$ cat src/rtl/bcd_counter_mod10.sv
// rtl/bcd_counter_mod10.sv - single BCD down-counter digit with clear, load, enable and borrow.
// Optional feature macro: BCD_LOAD_CLAMP_EN (clamp out-of-range loads to MODULUS-1).
module bcd_counter_mod10 #(
    parameter int unsigned MODULUS = 10
) (
    input  logic       clk,
    input  logic       clrn,
    input  logic       loadn,
    input  logic       en,
    input  logic [3:0] data,
    output logic [3:0] out,
    output logic       tc
);

    localparam logic [3:0] LP_MAX = 4'(MODULUS - 1);
    localparam logic [3:0] LP_MOD = 4'(MODULUS);

    logic [3:0] r_out;
    logic [3:0] w_load_val;
    logic [3:0] w_dec_val;

    always_comb begin
        w_load_val = data;
`ifdef BCD_LOAD_CLAMP_EN
        if (data >= LP_MOD) begin
            w_load_val = LP_MAX;
        end
`else
        // Out-of-range loads are kept verbatim and simply count down to 0.
        if (data >= LP_MOD) begin
            w_load_val = data;
        end
`endif
    end

    always_comb begin
        w_dec_val = (r_out == 4'd0) ? LP_MAX : (r_out - 4'd1);
    end

    always_ff @(posedge clk) begin
        if (!clrn) begin
            r_out <= 4'd0;
        end else if (!loadn) begin
            r_out <= w_load_val;
        end else if (en) begin
            r_out <= w_dec_val;
        end
    end

    // Borrow into the next digit: asserted on the edge where this digit wraps.
    assign tc  = en & clrn & (r_out == 4'd0);
    assign out = r_out;

endmodule

$ cat config.mk
export PLATFORM = sky130hd
export DESIGN_NAME = bcd_counter_mod10
export DESIGN_NICKNAME = d
export VERILOG_FILES = /design/src/rtl/bcd_counter_mod10.sv
export SDC_FILE = /design/constraint.sdc
export NUM_CORES = 1
export LEC_CHECK = 0
export CORE_AREA = 2 2 39 41
export DETAILED_ROUTE_END_ITERATION = 12
export DIE_AREA = 0 0 41 43
export GPL_TIMING_DRIVEN = 0
export PLACE_DENSITY = 0.38
export SLEW_MARGIN = 20
export SYNTH_ARGS = -nofsm -noshare
export SYNTH_HDL_FRONTEND = slang
export SYNTH_SLANG_ARGS = --single-unit
$ cat constraint.sdc
create_clock -name clk -period 1.1 [get_ports clk]
set_input_delay 0.22 -clock clk [delete_from_list [all_inputs] [get_ports clk]]
set_output_delay 0.22 -clock clk [all_outputs]
set_load 0.03 [all_outputs]
==> reports/qor.yml, run 1 <==
status: "finished with violations"
violated_checks: "negative setup slack"
tritoncts_num_sinks: 4
chipWidth_um: 41
dp_slack_ns: -0.8183
synth.ff_latch_count: 4
largest_register_ff_count: 4
via_count: 239
detail_route.iter0.violations: 2
fin_tns_setup_ns: -0.4413
ys_seq_area_share_pct: 38.32
worst_setup_path_end_kind: "output pin"
synth.distinct_cells: 12
cts_made_buffers: 3
cts_tree: "done"
setup_slack_ns: -0.1523
cts_root_buffer: "sky130_fd_sc_hd__clkbuf_4"
power_per_cell_area_mw_per_mm2: 1238
post-place-cells: 51
floorplan.initialDensity_pct: 15.10
worst_slew_pin_slew_ns: 0.3002
placementRows: 14
finish.cell_count_without_fillers: 58
buffer_ports.inserted: 12
syn-instance-count: 23
share_comb_of_total_power_pct: 28.3
grt_first_pass_wirelength_um: 952
grt_use_total_pct: 8.425
wire_per_inst_um: 10.03
cts-root-to-sink-buffers: 2
timing.critical_path.to: "tc"
r2r-end: "out[1]"
post_route_cells_drive_above_1_share_pct: 45.24
critical_path_arrival_ns: 1.03
report.final.setup_viol: 5
cts.htree.levels: 1
worstPathMaxFanout: 3
grt_start_max_net_pins: 9
detailedPlacementHpwl_um: 426.7
yosys_warnings: 0
slew_headroom_pct: 80.07
critical_path_class: "reg -> out"
antenna_left: 0
intPower_uw: 373.1
io_pins: 13
drtPass1Iterations: 3
final_period_minus_worst_setup_slack_ns: 1.252
reg2reg_from: "out[0]"
clock-skew-final_ns: 0.008078
timing.max_cap.violations: 0
rrSetupSlack_ns: -0.07
via_per_inst: 4.121
insertedDiodeCount: 0
power.clock.fraction_pct: 38.5
antenna_found_initial: 0
unrepaired_setup_endpoints_after_global_routing: "yes"
net_count_synth: 31
finalWeightedCongestion: 0.7384
power_frac_seq_pct: 33.2
power_switching_share_pct: 29.76
area_overhead_of_the_layout_relative_to_synthesis_pct: 105.4
fin_util_pct: 31.01
routed_wirelength_um: 582
max_freq_mhz: 798.5
final_max_slew_viol_count: 0
startpoint: "out[2]"
final_hold_viol_count: 0
timing.critical_path.required_ns: 0.88
total_leakage_power_uw: 0.0001679
hold_class: "in -> reg"
global_route.overflow_total: 0
path_clk_slew_ns: 0.04
final_min_period_over_clock_period_pct: 113.8
die_h_um: 43
worst_ir_drop_vdd_v: 0.0003736
synthesis.area_per_instance_um2: 9.085
die_area_mm2: 0.001763
coreArea_mm2: 0.001384
timing.reg2reg.worst_path_depth: 4
synth.cell_area_um2: 209.0
vias_in_the_first_global_route: 228
switch_pwr_uw: 158.1
detail_route.drc_violations: 0
layout.filler_cells: 144
start_kind: "flip-flop"
worst_skew_pair.late_latency_ns: 0.24
final_net_count: 51
-- synth_stat cells --
library cell	n	share of area, %
sky130_fd_sc_hd__o21ai_0	5	12
sky130_fd_sc_hd__dfxtp_1	4	38
sky130_fd_sc_hd__a31oi_1	3	9.0
sky130_fd_sc_hd__nand2_1	3	5.4
sky130_fd_sc_hd__a21oi_1	1	2.4
sky130_fd_sc_hd__nand2b_4	1	6.6
sky130_fd_sc_hd__nor2_1	1	1.8
sky130_fd_sc_hd__nor3_1	1	2.4
sky130_fd_sc_hd__nor4b_4	1	11
sky130_fd_sc_hd__or2b_1	1	3.6
sky130_fd_sc_hd__or3_1	1	3.0
sky130_fd_sc_hd__xnor2_1	1	4.2
-- power by group through the flow --
| stage | clock network [uW] | logic [uW] | registers [uW] |
|---|---|---|---|
| 2_1_floorplan | 0 | 49.4 | 202 |
| 3_3_place_gp | 0 | 136 | 181 |
| 3_5_place_dp | 0 | 136 | 181 |
| 4_1_cts | 215 | 151 | 176 |
| 5_1_grt | 228 | 162 | 178 |
| 6_report | 204 | 151 | 176 |
-- through the flow --
step | hold WS (ns) | cell area, um2 | power, uW
3_3_place_gp | 0.5042 | 371.6 | 316.9
6_report | 0.4219 | 429.2 | 531.1
5_1_grt | 0.4560 | 429.2 | 568.2
4_1_cts | 0.4221 | 426.7 | 542.4
3_5_place_dp | 0.5040 | 371.6 | 317.2
2_1_floorplan | 0.2993 | 231.5 | 251.6
-- cell usage in the layout, fill, tap and decap left out, types with 2 or more instances in the layout --
cell / count
sky130_fd_sc_hd__a31oi_1: 3
sky130_fd_sc_hd__buf_4: 2
sky130_fd_sc_hd__buf_6: 3
sky130_fd_sc_hd__clkbuf_4: 3
sky130_fd_sc_hd__clkdlybuf4s50_1: 5
sky130_fd_sc_hd__dfxtp_4: 3
sky130_fd_sc_hd__dlygate4sd2_1: 3
sky130_fd_sc_hd__nand2_1: 2
sky130_fd_sc_hd__o21ai_0: 5
-- layer usage --
metal | vias to the layer above | GRT usage, % | share of wire, %
li1 | 124 | - | -
met1 | 108 | 11.54 | 46
met2 | 7 | 9.063 | 47
met5 | - | 0 | 0
met3 | 0 | 3.665 | 7.4
met4 | 0 | 8.000 | 0
-- worst min-delay path by stage --
stage | slack (ns) | startpoint | cells past startpoint | end
2_1_floorplan | 0.30 | loadn | 1 | out[3]
3_3_place_gp | 0.50 | out[3] | 2 | out[2]
3_5_place_dp | 0.50 | out[3] | 2 | out[2]
4_1_cts | 0.42 | clrn | 3 | out[2]
5_1_grt | 0.46 | clrn | 3 | out[0]
6_report | 0.42 | clrn | 3 | out[3]
-- kinds of logic (layout without fill, tap and decap cells) --
kind of cell	after synthesis	count (layout)	synth area share [%]
compound gates	9	9	23.35
simple gates	9	9	34.13
buf+inv	0	19	0
xor+xnor	1	1	4.192
flops	4	4	38.32
-- cell type report --
cell class / count / area [um2] / share of cell area (%)
multi-input cells: 19 / 150.1 / 34.99
repair buffers: 15 / 140.1 / 32.65
flip-flops and latches: 4 / 92.59 / 21.57
clock buffers: 4 / 26.28 / 6.122
well taps: 16 / 20.02 / 4.665
-- critical path: stages (launching register included) --
cell and delay, ns:
sky130_fd_sc_hd__dfxtp_4 0.35, sky130_fd_sc_hd__nor2_4 0.11, sky130_fd_sc_hd__nand2_2 0.06, sky130_fd_sc_hd__nor3_4 0.12, sky130_fd_sc_hd__buf_6 0.15
-- timing repair --
item / CTS / global route
pin swaps: 3 / 2
hold buffers: 0 / 0
resized for setup: 30 / 2
buffers inserted: 3 / 0
endpoints found under the setup margin: 7 / 7
Note: power is estimated with default switching activity, not from simulation.
==> run 2: changes to the inputs <==
--- a/config.mk
+++ b/config.mk
@@ -6,4 +6,5 @@
 export NUM_CORES = 1
 export LEC_CHECK = 0
+export CAP_MARGIN = 20
 export CORE_AREA = 2 2 39 41
 export DETAILED_ROUTE_END_ITERATION = 12
==> constraint.sdc (replaced) <==
create_clock -name clk -period 1.16 [get_ports clk]
set_input_delay 0.116 -clock clk [delete_from_list [all_inputs] [get_ports clk]]
set_output_delay 0.116 -clock clk [all_outputs]
set_load 0.03 [all_outputs]
==> reports/qor.yml, run 2 (synthesis results as in run 1) <==
die_h_um: 43  # unchanged
slew_headroom_pct: 79.99  # was 80.07%
reg2reg_from: "out[0]"  # unchanged
routed_wirelength_um: 551  # was 582 um
cts_made_buffers: 3  # unchanged
postCtsSetupRepairBufs: 0  # was 3
mostFrequentLayoutCell: "sky130_fd_sc_hd__clkdlybuf4s50_1"
critical_path_class: "reg -> out"  # unchanged
vias_in_the_first_global_route: 235  # was 228
grt_start_max_net_pins: 9  # unchanged
antenna_found_initial: 0  # unchanged
final_net_count: 48  # was 51
violated_checks: "negative setup slack"  # unchanged
via_per_inst: 4.204  # was 4.121
detail_route.drc_violations: 0  # unchanged
coreArea_mm2: 0.001384  # unchanged
worst_setup_path_end_kind: "output pin"  # unchanged
hold_class: "in -> reg"  # unchanged
io_pins: 13  # unchanged
crit_chain: "nand2b_4 -> nor3_2 -> buf_4"  # was nor2_4 -> nand2_2 -> nor3_4 -> buf_6
post_place_cell_area_um2: 356.6  # was 371.6 um2
status: "finished with violations"  # unchanged
antenna_left: 0  # unchanged
final_min_period_over_clock_period_pct: 101.8
floorplan.initialDensity_pct: 15.10  # unchanged
worst_ir_drop_vdd_v: 0.0003332  # was 0.0003736 V
global_route.overflow_total: 0  # unchanged
grt_use_total_pct: 7.932  # was 8.425%
report.final.setup_viol: 1  # was 5
unrepaired_setup_endpoints_after_global_routing: "yes"  # unchanged
largest_register_ff_count: 4  # unchanged
timing.critical_path.buf_inv: 1  # unchanged
placementRows: 14  # unchanged
final_hold_viol_count: 0  # unchanged
chipWidth_um: 41  # unchanged
area_overhead_of_the_layout_relative_to_synthesis_pct: 80.84  # was 105.4%
final_max_slew_viol_count: 0  # unchanged
cpLargestDelayFamily: "flip-flops"  # unchanged
wire_per_inst_um: 10.20  # was 10.03 um
post_route_cells_drive_above_1_share_pct: 34.21  # was 45.24%
fin_util_pct: 27.31  # was 31.01%
worst_skew_pair.late_latency_ns: 0.23  # was 0.24 ns
tritoncts_num_sinks: 4  # unchanged
worst_slew_pin_slew_ns: 0.3013  # was 0.3002 ns
critical_path_arrival_ns: 1.06  # was 1.03 ns
rrSetupSlack_ns: 0.09  # was -0.07 ns
total_leakage_power_uw: 0.0001465  # was 0.0001679 uW
path_clk_slew_ns: 0.03  # was 0.04 ns
buffer_ports.inserted: 12  # unchanged
insertedDiodeCount: 0  # unchanged
die_area_mm2: 0.001763  # unchanged
detailedPlacementHpwl_um: 437.5  # was 426.7 um
timing.critical_path.slowest_cell_delay_ns: 0.33  # was 0.35 ns
cts.htree.levels: 1  # unchanged
via_count: 227  # was 239
cts_root_buffer: "sky130_fd_sc_hd__clkbuf_4"  # unchanged
cts_tree: "done"  # unchanged
finalWeightedCongestion: 0.6937  # was 0.7384
max_freq_mhz: 846.8
cts-root-to-sink-buffers: 2  # unchanged
setup_slack_ns: -0.02089  # was -0.1523 ns
startpoint: "out[0]"  # was out[2]
timing.critical_path.required_ns: 1.04  # was 0.88 ns
final_period_minus_worst_setup_slack_ns: 1.181
power_per_cell_area_mw_per_mm2: 1209  # was 1238 mW/mm2
hold_path_startpoint: "en"  # was clrn
timing.max_cap.violations: 0  # unchanged
holdBufCountCts: 0  # unchanged
cp_slowest_cell: "sky130_fd_sc_hd__dfxtp_2"  # was sky130_fd_sc_hd__dfxtp_4
finalInstanceArea_um2: 377.9  # was 429.2 um2
worstPathMaxFanout: 5  # was 3
drtPass1Iterations: 4  # was 3
grt_first_pass_wirelength_um: 883  # was 952 um
detail_route.iter0.violations: 3  # was 2
clock-skew-final_ns: 0.002592  # was 0.008078 ns
start_kind: "flip-flop"  # unchanged
layout.cells.most_common_list: "sky130_fd_sc_hd__clkdlybuf4s50_1, sky130_fd_sc_hd__o21ai_0, sky130_fd_sc_hd__dlygate4sd2_1, sky130_fd_sc_hd__dfxtp_2"  # was sky130_fd_sc_hd__o21ai_0, sky130_fd_sc_hd__clkdlybuf4s50_1
## run 2: layout make-up
class	instances	area [um2]
Clock buffer	3	22.52
Fill cell	155	1006
Multi-Input combinational cell	19	136.4
Sequential cell	4	85.08
Tap cell	16	20.02
Timing Repair Buffer	12	113.9
## run 2: per-stage QoR
stage / power (uW) / TNS, ns / cells / setup WS [ns] / hold WS (ns)
detailed placement: 295.8 / -1.114 / 51 / -0.5667 / 0.5052
finish: 457.0 / -0.02089 / 54 / -0.02089 / 0.3836
global placement: 294.5 / -1.038 / 51 / -0.5316 / 0.5050
CTS: 466.6 / -0.05442 / 54 / -0.04641 / 0.3808
floorplan: 233.4 / 0 / 23 / 0.02411 / 0.2054
global route: 485.7 / -0.06203 / 54 / -0.06203 / 0.4172
## run 2: where the power goes
part | switching (uW) | internal [uW] | total (uW)
Clock | 54.7 | 116 | 170
Sequential | 17.8 | 153 | 170
Combinational | 57.6 | 58.8 | 116
Total | 130 | 327 | 457
## run 2: worst paths after layout
| check | to | depth (start not counted) |
|---|---|---|
| worst max-delay path | tc | 3 |
| worst max register to register | out[1] | 3 |
| worst min register to register | out[2] | 2 |
| worst min-delay path | out[0] | 3 |
## run 2: worst min-delay path, stage by stage
cell	delay, ns
sky130_fd_sc_hd__dlygate4sd2_1	0.27
sky130_fd_sc_hd__nand2b_4	0.10
sky130_fd_sc_hd__a31oi_1	0.08
## run 2: repair_timing
action,4_1_cts,5_1_grt
gates resized for setup,15,1
hold endpoints to repair,0,0
endpoints found under the setup margin,5,2
pin swaps,0,1
cloned,0,0
## run 2: layer usage
metal | vias up | wire (um) | global-route usage (%)
met5 | - | 0 | 0
met4 | 0 | 0 | 6.000
met3 | 0 | 70 | 6.283
met2 | 13 | 244 | 8.750
met1 | 98 | 236 | 9.646
li1 | 116 | - | -
